==> config.mk <==
export PLATFORM = sky130hd
export DESIGN_NAME = sa_oport_sched
export DESIGN_NICKNAME = d
export VERILOG_FILES = /design/src/rtl/sa_oport_sched.sv
export SDC_FILE = /design/constraint.sdc
export NUM_CORES = 1
export LEC_CHECK = 0
export CORE_MARGIN = 10
export CORE_UTILIZATION = 45
export DETAILED_ROUTE_END_ITERATION = 10
export PLACE_DENSITY = 0.79
export SLEW_MARGIN = 20
export SYNTH_ARGS = -nofsm -noshare
export SYNTH_HDL_FRONTEND = slang
export SYNTH_SLANG_ARGS = --single-unit
==> constraint.sdc <==
create_clock -name clk -period 7.2 [get_ports clk]
set_clock_uncertainty 0.1 [all_clocks]
set_input_delay 1.44 -clock clk [delete_from_list [all_inputs] [get_ports clk]]
set_output_delay 1.44 -clock clk [all_outputs]
set_load 0.01 [all_outputs]
==> src/rtl/sa_oport_sched.sv <==
// sa_oport_sched: switch-allocator scheduler for one output port.
// It picks an input round-robin and keeps that input locked from the head flit to the tail flit.
// It tracks downstream buffer credits, so a flit is issued only when a slot is free.
// Build option: define SA_FLIT_STATS_EN to enable the per-input 16-bit granted-flit counters.
// Without it, stat_flits reads as zero and no counter flops are built.
module sa_oport_sched #(
  parameter int N         = 5,
  parameter int BUF_DEPTH = 4,
  parameter int CRED_W    = 3
) (
  input  logic              clk,
  input  logic              rstn,
  input  logic [N-1:0]      req,
  input  logic [N-1:0]      head,
  input  logic [N-1:0]      tail,
  input  logic              credit_in,
  output logic [N-1:0]      grant,
  output logic              flit_valid,
  output logic              locked,
  output logic [CRED_W-1:0] credit_cnt,
  output logic              credit_err,
  output logic [N*16-1:0]   stat_flits
);

  localparam int PW = (N > 1) ? $clog2(N) : 1;
  localparam logic [CRED_W-1:0] CRED_MAX = CRED_W'(BUF_DEPTH);
  localparam logic [PW-1:0]     PTR_RST  = PW'(N - 1);
  localparam logic [N-1:0]      ONE_N    = {{(N-1){1'b0}}, 1'b1};

  typedef enum logic {
    S_IDLE,
    S_LOCKED
  } state_t;

  state_t              r_state;
  logic [PW-1:0]       r_rrPtr;
  logic [PW-1:0]       r_owner;
  logic [CRED_W-1:0]   r_creditCnt;
  logic                r_creditErr;

  logic [N-1:0]        w_eligible;
  logic                w_rrFound;
  logic [PW-1:0]       w_rrWinner;
  logic                w_creditOk;
  logic [N-1:0]        w_ownerOneHot;
  logic [N-1:0]        w_grant;

  // Only head flits may open a new packet, so IDLE arbitration ignores body and tail requests.
  assign w_eligible    = req & head;
  assign w_creditOk    = (r_creditCnt != '0);
  assign w_ownerOneHot = ONE_N << r_owner;

  // Round-robin scan that starts just after the last winner and wraps modulo N.
  always_comb begin
    int idx;
    w_rrFound  = 1'b0;
    w_rrWinner = '0;
    idx        = 0;
    for (int k = 1; k <= N; k++) begin
      idx = (int'(r_rrPtr) + k) % N;
      if (!w_rrFound && w_eligible[idx]) begin
        w_rrFound  = 1'b1;
        w_rrWinner = PW'(idx);
      end
    end
  end

  // Zero-latency grant from the registered state. It is suppressed while reset is held or when no credit is available.
  always_comb begin
    w_grant = '0;
    if (rstn && w_creditOk) begin
      case (r_state)
        S_IDLE: begin
          if (w_rrFound) begin
            w_grant = ONE_N << w_rrWinner;
          end
        end
        S_LOCKED: begin
          if (req[r_owner]) begin
            w_grant = w_ownerOneHot;
          end
        end
        default: w_grant = '0;
      endcase
    end
  end

  assign grant      = w_grant;
  assign flit_valid = |w_grant;

  // Packet-lock FSM. A head flit without a tail locks the port to its input.
  // The matching tail flit releases the lock and records the owner as the new round-robin base.
  always_ff @(posedge clk or negedge rstn) begin
    if (!rstn) begin
      r_state <= S_IDLE;
      r_rrPtr <= PTR_RST;
      r_owner <= '0;
    end else if (flit_valid) begin
      case (r_state)
        S_IDLE: begin
          if (tail[w_rrWinner]) begin
            r_rrPtr <= w_rrWinner;
          end else begin
            r_state <= S_LOCKED;
            r_owner <= w_rrWinner;
          end
        end
        S_LOCKED: begin
          if (tail[r_owner]) begin
            r_state <= S_IDLE;
            r_rrPtr <= r_owner;
          end
        end
        default: r_state <= S_IDLE;
      endcase
    end
  end

  // Downstream credit counter. A credit that arrives in the same cycle as a grant cancels it.
  // A credit that arrives when the counter is already full is dropped and sets the sticky error flag.
  always_ff @(posedge clk or negedge rstn) begin
    if (!rstn) begin
      r_creditCnt <= CRED_MAX;
      r_creditErr <= 1'b0;
    end else if (credit_in && !flit_valid) begin
      if (r_creditCnt == CRED_MAX) begin
        r_creditErr <= 1'b1;
      end else begin
        r_creditCnt <= r_creditCnt + 1'b1;
      end
    end else if (!credit_in && flit_valid) begin
      r_creditCnt <= r_creditCnt - 1'b1;
    end
  end

  assign locked     = (r_state == S_LOCKED);
  assign credit_cnt = r_creditCnt;
  assign credit_err = r_creditErr;

`ifdef SA_FLIT_STATS_EN
  logic [15:0] r_statCnt [N];

  for (genvar gi = 0; gi < N; gi++) begin : g_stat
    // Free-running 16-bit count of flits granted to this input; it wraps naturally.
    always_ff @(posedge clk or negedge rstn) begin
      if (!rstn) begin
        r_statCnt[gi] <= '0;
      end else if (w_grant[gi]) begin
        r_statCnt[gi] <= r_statCnt[gi] + 16'd1;
      end
    end
    assign stat_flits[16*gi +: 16] = r_statCnt[gi];
  end
`else
  assign stat_flits = '0;
`endif

endmodule

## Yosys cells after proc, flatten, opt, wreduce, memory -nomap -nowiden

Cells that the tools add are included.

- Flip-flop bits (word level): 11
- Bits in latches: 0
- RAM bits: 0
- Memory bits (read-only): 0
- Input bits: 18
- Output and inout port bits: 91
- Memories kept: 0

- Add/subtract/negate cells: 7
- Multiply operators: 0
- Div/mod/pow operators: 5
- Order comparisons: 7
- Eq/ne operators: 4
- Shifts and indexed selects: 2
- Mux-type cells: 44
- Bitwise operators: 3
- Reductions and logical operators: 20

Operators by type and width:

| kind | count |
|---|---|
| $lt A32 B5 Y1 const B | 5 |
| $mod A32 B4 Y32 const B | 5 |
| $mux W3 | 10 |
| $bmux W1 S3 | 8 |
| $mux W1 | 20 |
| $mux W5 | 3 |
| $pmux W5 S2 | 1 |
| $shl A1 B3 Y5 const A | 2 |
| $add A3 B2 Y4 const B | 2 |
| $add A3 B3 Y4 const B | 2 |
| $lt A3 B4 Y1 const B | 2 |
| $logic_and A1 B1 Y1 | 7 |
| $logic_not A1 Y1 | 6 |
| $pmux W3 S2 | 1 |
| $reduce_and A3 Y1 | 2 |
| $and A5 B5 Y5 | 1 |
| $reduce_or A5 Y1 | 1 |
| $add A3 B1 Y4 const B | 1 |
| $ne A2 B2 Y1 const B | 2 |
| $reduce_and A2 Y1 | 2 |
| $add A3 B1 Y3 const B | 1 |
| $eq A3 B3 Y1 const B | 1 |
| $reduce_bool A3 Y1 | 1 |
| $sub A3 B1 Y3 const B | 1 |
| other kinds (4) | 5 |

## Depth between registers and ports, before layout

- Depth in word-level cells: 27
- Gate-level depth with buffers: 27
- Gate-level depth less buffers: 23

## Worst setup path after synthesis

No wires, ideal clock.

- Path kind: flip-flop to output port
- Start point: register r_rrPtr[0]
- End point: output flit_valid
- Arrival time: 5.371 ns
- Slack: 0.289 ns
- Cell stages (with the launch flop): 23
- Cell sequence: dfrtp_1 > buf_2 > buf_2 > inv_1 > clkbuf_1 > ha_1 > clkbuf_1 > xor2_1 > nor2_1 > o32ai_1 > inv_1 > ha_1 > buf_1 > a21oi_1 > a32oi_1 > a221oi_1 > o311ai_1 > a2111oi_2 > nor4b_2 > o22a_2 > nor2_2 > o22a_1 > nand2_2

- Longest elaborated chain between the ends: 23

RTL lines:

| element | line | RTL |
|---|---|---|
| start, declared | 36 | `logic [PW-1:0] r_rrPtr;` |
| start signal, assigned | 102 | `r_rrPtr <= w_rrWinner;` |
| start signal, assigned | 111 | `r_rrPtr <= r_owner;` |
| $add A3 B1 Y4 | 60 | `idx = (int'(r_rrPtr) + k) % N;` |
| $mod A32 B4 Y32 | 60 |  |
| $bmux W1 S3 | 61 | `if (!w_rrFound && w_eligible[idx]) begin` |
| $mux W1 (not written as such) (2 in series) | 61 |  |
| $mux W1 | 61 |  |
| $logic_not A1 Y1 | 61 |  |
| $logic_and A1 B1 Y1 | 61 |  |
| $mux W1 | 61 |  |
| [... 6 more ...] | - |  |
| $logic_not A1 Y1 | 61 |  |
| $logic_and A1 B1 Y1 | 61 |  |
| $mux W3 | 61 |  |
| $shl A1 B3 Y5 | 75 | `w_grant = ONE_N << w_rrWinner;` |
| $mux W5 (*) | 74 | `if (w_rrFound) begin` |
| $pmux W5 S2 (*) | 72 | `case (r_state)` |
| $mux W5 (*) | 71 | `if (rstn && w_creditOk) begin` |
| $reduce_or A5 Y1 (*) | 89 | `assign flit_valid = \|w_grant;` |
| end, declared | 18 | `output logic flit_valid,` |

Every way passes the cells marked *; elsewhere a longest branch is shown, timed or not. The select of a mux whose other input is x is not followed.

## Final worst setup path

- Start point: register r_rrPtr[2]
- End point: output grant[0]

- Longest elaborated chain between the ends: 22

RTL lines:

| element | line | RTL |
|---|---|---|
| $add A3 B1 Y4 | 60 |  |
| $mod A32 B4 Y32 | 60 |  |
| $bmux W1 S3 | 61 |  |
| $mux W1 (not written as such) (2 in series) | 61 |  |
| $mux W1 | 61 |  |
| $logic_not A1 Y1 | 61 |  |
| $logic_and A1 B1 Y1 | 61 |  |
| $mux W1 | 61 |  |
| [... 5 more ...] | - |  |
| $mux W1 | 61 |  |
| $logic_not A1 Y1 | 61 |  |
| $logic_and A1 B1 Y1 | 61 |  |
| $mux W3 | 61 |  |
| $shl A1 B3 Y5 | 75 |  |
| $mux W5 (*) | 74 |  |
| $pmux W5 S2 (*) | 72 |  |
| $mux W5 (*) | 71 |  |
| end, declared | 17 | `output logic [N-1:0] grant,` |

Marks and branches as above.

==> results.py <==
metrics = {
    "layout": {
        "nFillCells": 813,
        "nets": 580,
        "multi_input_area_um2": 3060,
        "seq_area_um2": 278,
        "fin_util_pct": 49.5,
        "layout_commonest_cell": "conb_1",
        "drive_above_1_share_pct": 12.1,
        "final_cell_mix": "conb_1 (80), nand2_1 (32), nor2_1 (28), a21oi_1 (26), clkdlybuf4s50_1 (25)",
        "syn_to_final_growth_pct": 7.48,
        "n_antenna_cell": 0,
    },
    "die": {
        "coreArea_um2": 8220,
        "design.die.area_um2": 12500,
        "initial_core_util_pct": 46.0,
        "ios": 109,
        "die_y_um": 112,
        "die_w_um": 112,
        "rows": 33,
    },
    "routing": {
        "vias": 3771,
        "drc": 0,
        "first_iter_violations": 303,
        "wl_per_cell_um": 17.3,
        "first_pass_iters": 9,
        "wirelength_um": 11100,
        "postRouteAntennaNets": 0,
        "post_drt_via_cell_ratio": 5.88,
    },
    "timing": {
        "max-slew-margin-rel_pct": 43.1,
        "max_freq_ghz": 0.144,
        "min_period_ps": 6970,
        "finalSetupViolations": 0,
        "maxSlewViolCount": 0,
        "hold_viol_final": 0,
        "worstMarginPinSlew_ps": 846,
        "rsz0062_at_grt": "yes",
        "finalCritPeriodShare_pct": 96.8,
    },
    "cts": {
        "clock_latency_ps": 240,
        "cts.htree.levels": 1,
        "cts_buffers": 3,
        "path_clk_slew_ps": 50,
        "cts_root_buffer": "clkbuf_8",
        "cts_sinks": 11,
        "cts_tree": "done",
        "clockBufferDepth": 2,
    },
    "yosys": {
        "synth_seq_area_share_pct": 7.34,
        "syn_area_um2": 3780,
        "synthDistinctLibCells": 87,
        "ys_warn_count": 0,
        "ys_ff_latch": 11,
        "synthFlopType": "dfrtp_1",
        "synth_edf_count": 0,
        "yosys-top-cells-area": "buf_4 (16%), ha_1 (7.9%), dfrtp_1 (6.0%)",
        "yosysTopAreaCellShare_pct": 16.1,
        "synthArstFlopShare_pct": 100,
        "netlist_instances": 507,
        "syn_area_per_cell_um2": 7.46,
        "post-synth-top-area-cell": "buf_4",
    },
    "status": {
        "outcome": "completed",
    },
    "critical_path": {
        "crit_slowest_cell": "dfstp_2",
        "crit_buf_inv": 3,
        "setup.worst_path.start_class": "flop",
        "required_ps": 5660,
        "worst_path_dominant_cell_family": "compound AO/OA/AOI/OAI gates",
        "worst_path_largest_cell_delay_ps": 620,
        "crit_fanout": 8,
        "crit_type": "reg2out",
        "path_cells": "buf_4 -> xor2_2 -> ha_1 -> or3b_2 -> o22ai_4 -> nor2_1 -> ha_1 -> nor2b_1 -> a2111o_1 -> o311a_1 -> mux2i_1 -> o32ai_2 -> buf_4 -> nand2_1 -> a211oi_2 -> mux2_4 -> nor2_8 -> nor2_1 -> nand3_1 -> a21oi_1 -> clkdlybuf4s50_1",
        "arrival_ps": 5430,
        "worst_setup_path_end_kind": "primary output",
    },
    "grt": {
        "antenna_found_initial": 0,
        "grt_pass1_vias": 3683,
        "gr-total-overflow": 0,
        "grt_pass1_wl_um": 18100,
        "grt_usage_pct": 16.4,
        "grt_max_degree": 32,
    },
    "hold_path": {
        "hold_path.class": "reg2reg",
    },
    "placed_design": {
        "gp_congestion": 0.937,
        "io_buffer_count": 28,
        "post-dp-hpwl_um": 8930,
    },
    "flow_run": {
        "drv_cap": 0,
    },
}
-- synthesized netlist by cell type, types with 3 or more instances --
cell type and n:
o32ai_1 3, o31ai_1 3, o311a_1 5, nand2b_1 10, a21o_1 8, nand3_1 19
a21oi_1 27, ha_1 24, and2_1 10, a211oi_1 4, o211ai_1 6, nand2_1 32
inv_1 22, o21a_1 10, a211o_1 4, dfrtp_1 9, o22a_1 4, nor3b_1 3
a31oi_1 4, a221oi_1 4, clkinv_1 3, o21ai_0 21, o311ai_0 4, nor2_1 29
mux2i_1 14, a22oi_1 4, clkbuf_1 15, nor4_1 3, mux2_1 3, o2111ai_1 5
nor3_1 10, mux4_2 4, a32oi_1 3, a22o_1 3, o22ai_1 6, nand4_1 7
nor2b_1 5, o21bai_1 4, buf_4 81, xnor2_1 6, buf_2 6
-- per-stage QoR --
| stage | hold slack, ps | area [um^2] | setup TNS [ps] | std cells | setup WS (ps) |
|---|---|---|---|---|---|
| 3_5_place_dp | 384 | 3920 | 0 | 633 | 236 |
| 3_3_place_gp | 368 | 3920 | 0 | 633 | 355 |
| 2_1_floorplan | 397 | 4080 | 0 | 586 | 289 |
| 4_1_cts | 398 | 3970 | 0 | 638 | 13.2 |
| 5_1_grt | 410 | 4070 | -43.9 | 641 | -43.1 |
| 6_report | 381 | 4070 | 0 | 641 | 233 |
-- cells by family after synthesis --
| logic type | after synthesis | share of synthesized area [%] |
|---|---|---|
| DFF | 11 | 7.34 |
| AOI/OAI and AO/OA | 158 | 31.6 |
| adders and majority gates | 25 | 8.47 |
| muxes | 24 | 7.97 |
| xor gates and xnor gates | 9 | 2.28 |
| and+or+nand+nor | 150 | 21.2 |
| other | 1 | 0.0991 |
| buffers and inverters | 129 | 21.0 |
-- registers in the layout (all words and copies together), names as in the netlist --
signal	count
credit_cnt	3
locked	1
r_owner	3
r_rrPtr	3
credit_err	1
-- worst register-to-register path, cell delays in order, from the launching register on --
cell and delay (ps):
dfstp_2 620, buf_4 190, xor2_2 90, ha_1 220
or3b_2 500, o22ai_4 190, nor2_1 120, ha_1 250
nor2b_1 160, a2111o_1 380, o311a_1 200, mux2i_1 190
o32ai_2 280, buf_4 180, o21ai_0 90, a31o_2 270
and2_1 250, o211a_1 260, o21ai_2 220, nand3_1 230
fa_1 480, o211ai_1 110, o32ai_1 110, a221oi_1 240
-- worst paths after layout --
check	start	end	slack, ps	cells past startpoint
min reg2reg	credit_err	credit_err	380	2
max	r_rrPtr[2]	grant[0]	230	21
min	credit_err	credit_err	380	2
max in group asynchronous	rstn	credit_cnt[0]	5140	1
min in group asynchronous	rstn	credit_err	1470	1
max reg2reg	r_rrPtr[2]	credit_cnt[2]	1180	23
-- layer usage --
layer,GRT usage (%),vias up,share of wire (%)
met3,3.11,23,8.0
met1,20.3,1761,41
met2,28.2,201,49
li1,-,1786,-
met4,4.20,0,2.1
met5,0,-,0
-- repair_timing --
item / CTS / global route
setup buffers: 1 / 3
gates resized for setup: 0 / 18
hold buffers: 0 / 0
pin swaps: 1 / 2
endpoints found under the setup margin: 1 / 6
-- layout make-up --
class | count | area share (%)
Clock buffer | 4 | 1.11
Inverter | 26 | 2.49
Multi-Input combinational cell | 446 | 75.3
Sequential cell | 11 | 6.83
Tap cell | 105 | 3.23
Timing Repair Buffer | 49 | 11.0
Power is not shown: default switching activity piles up to over one toggle a cycle in this logic, so the estimate is an artifact.
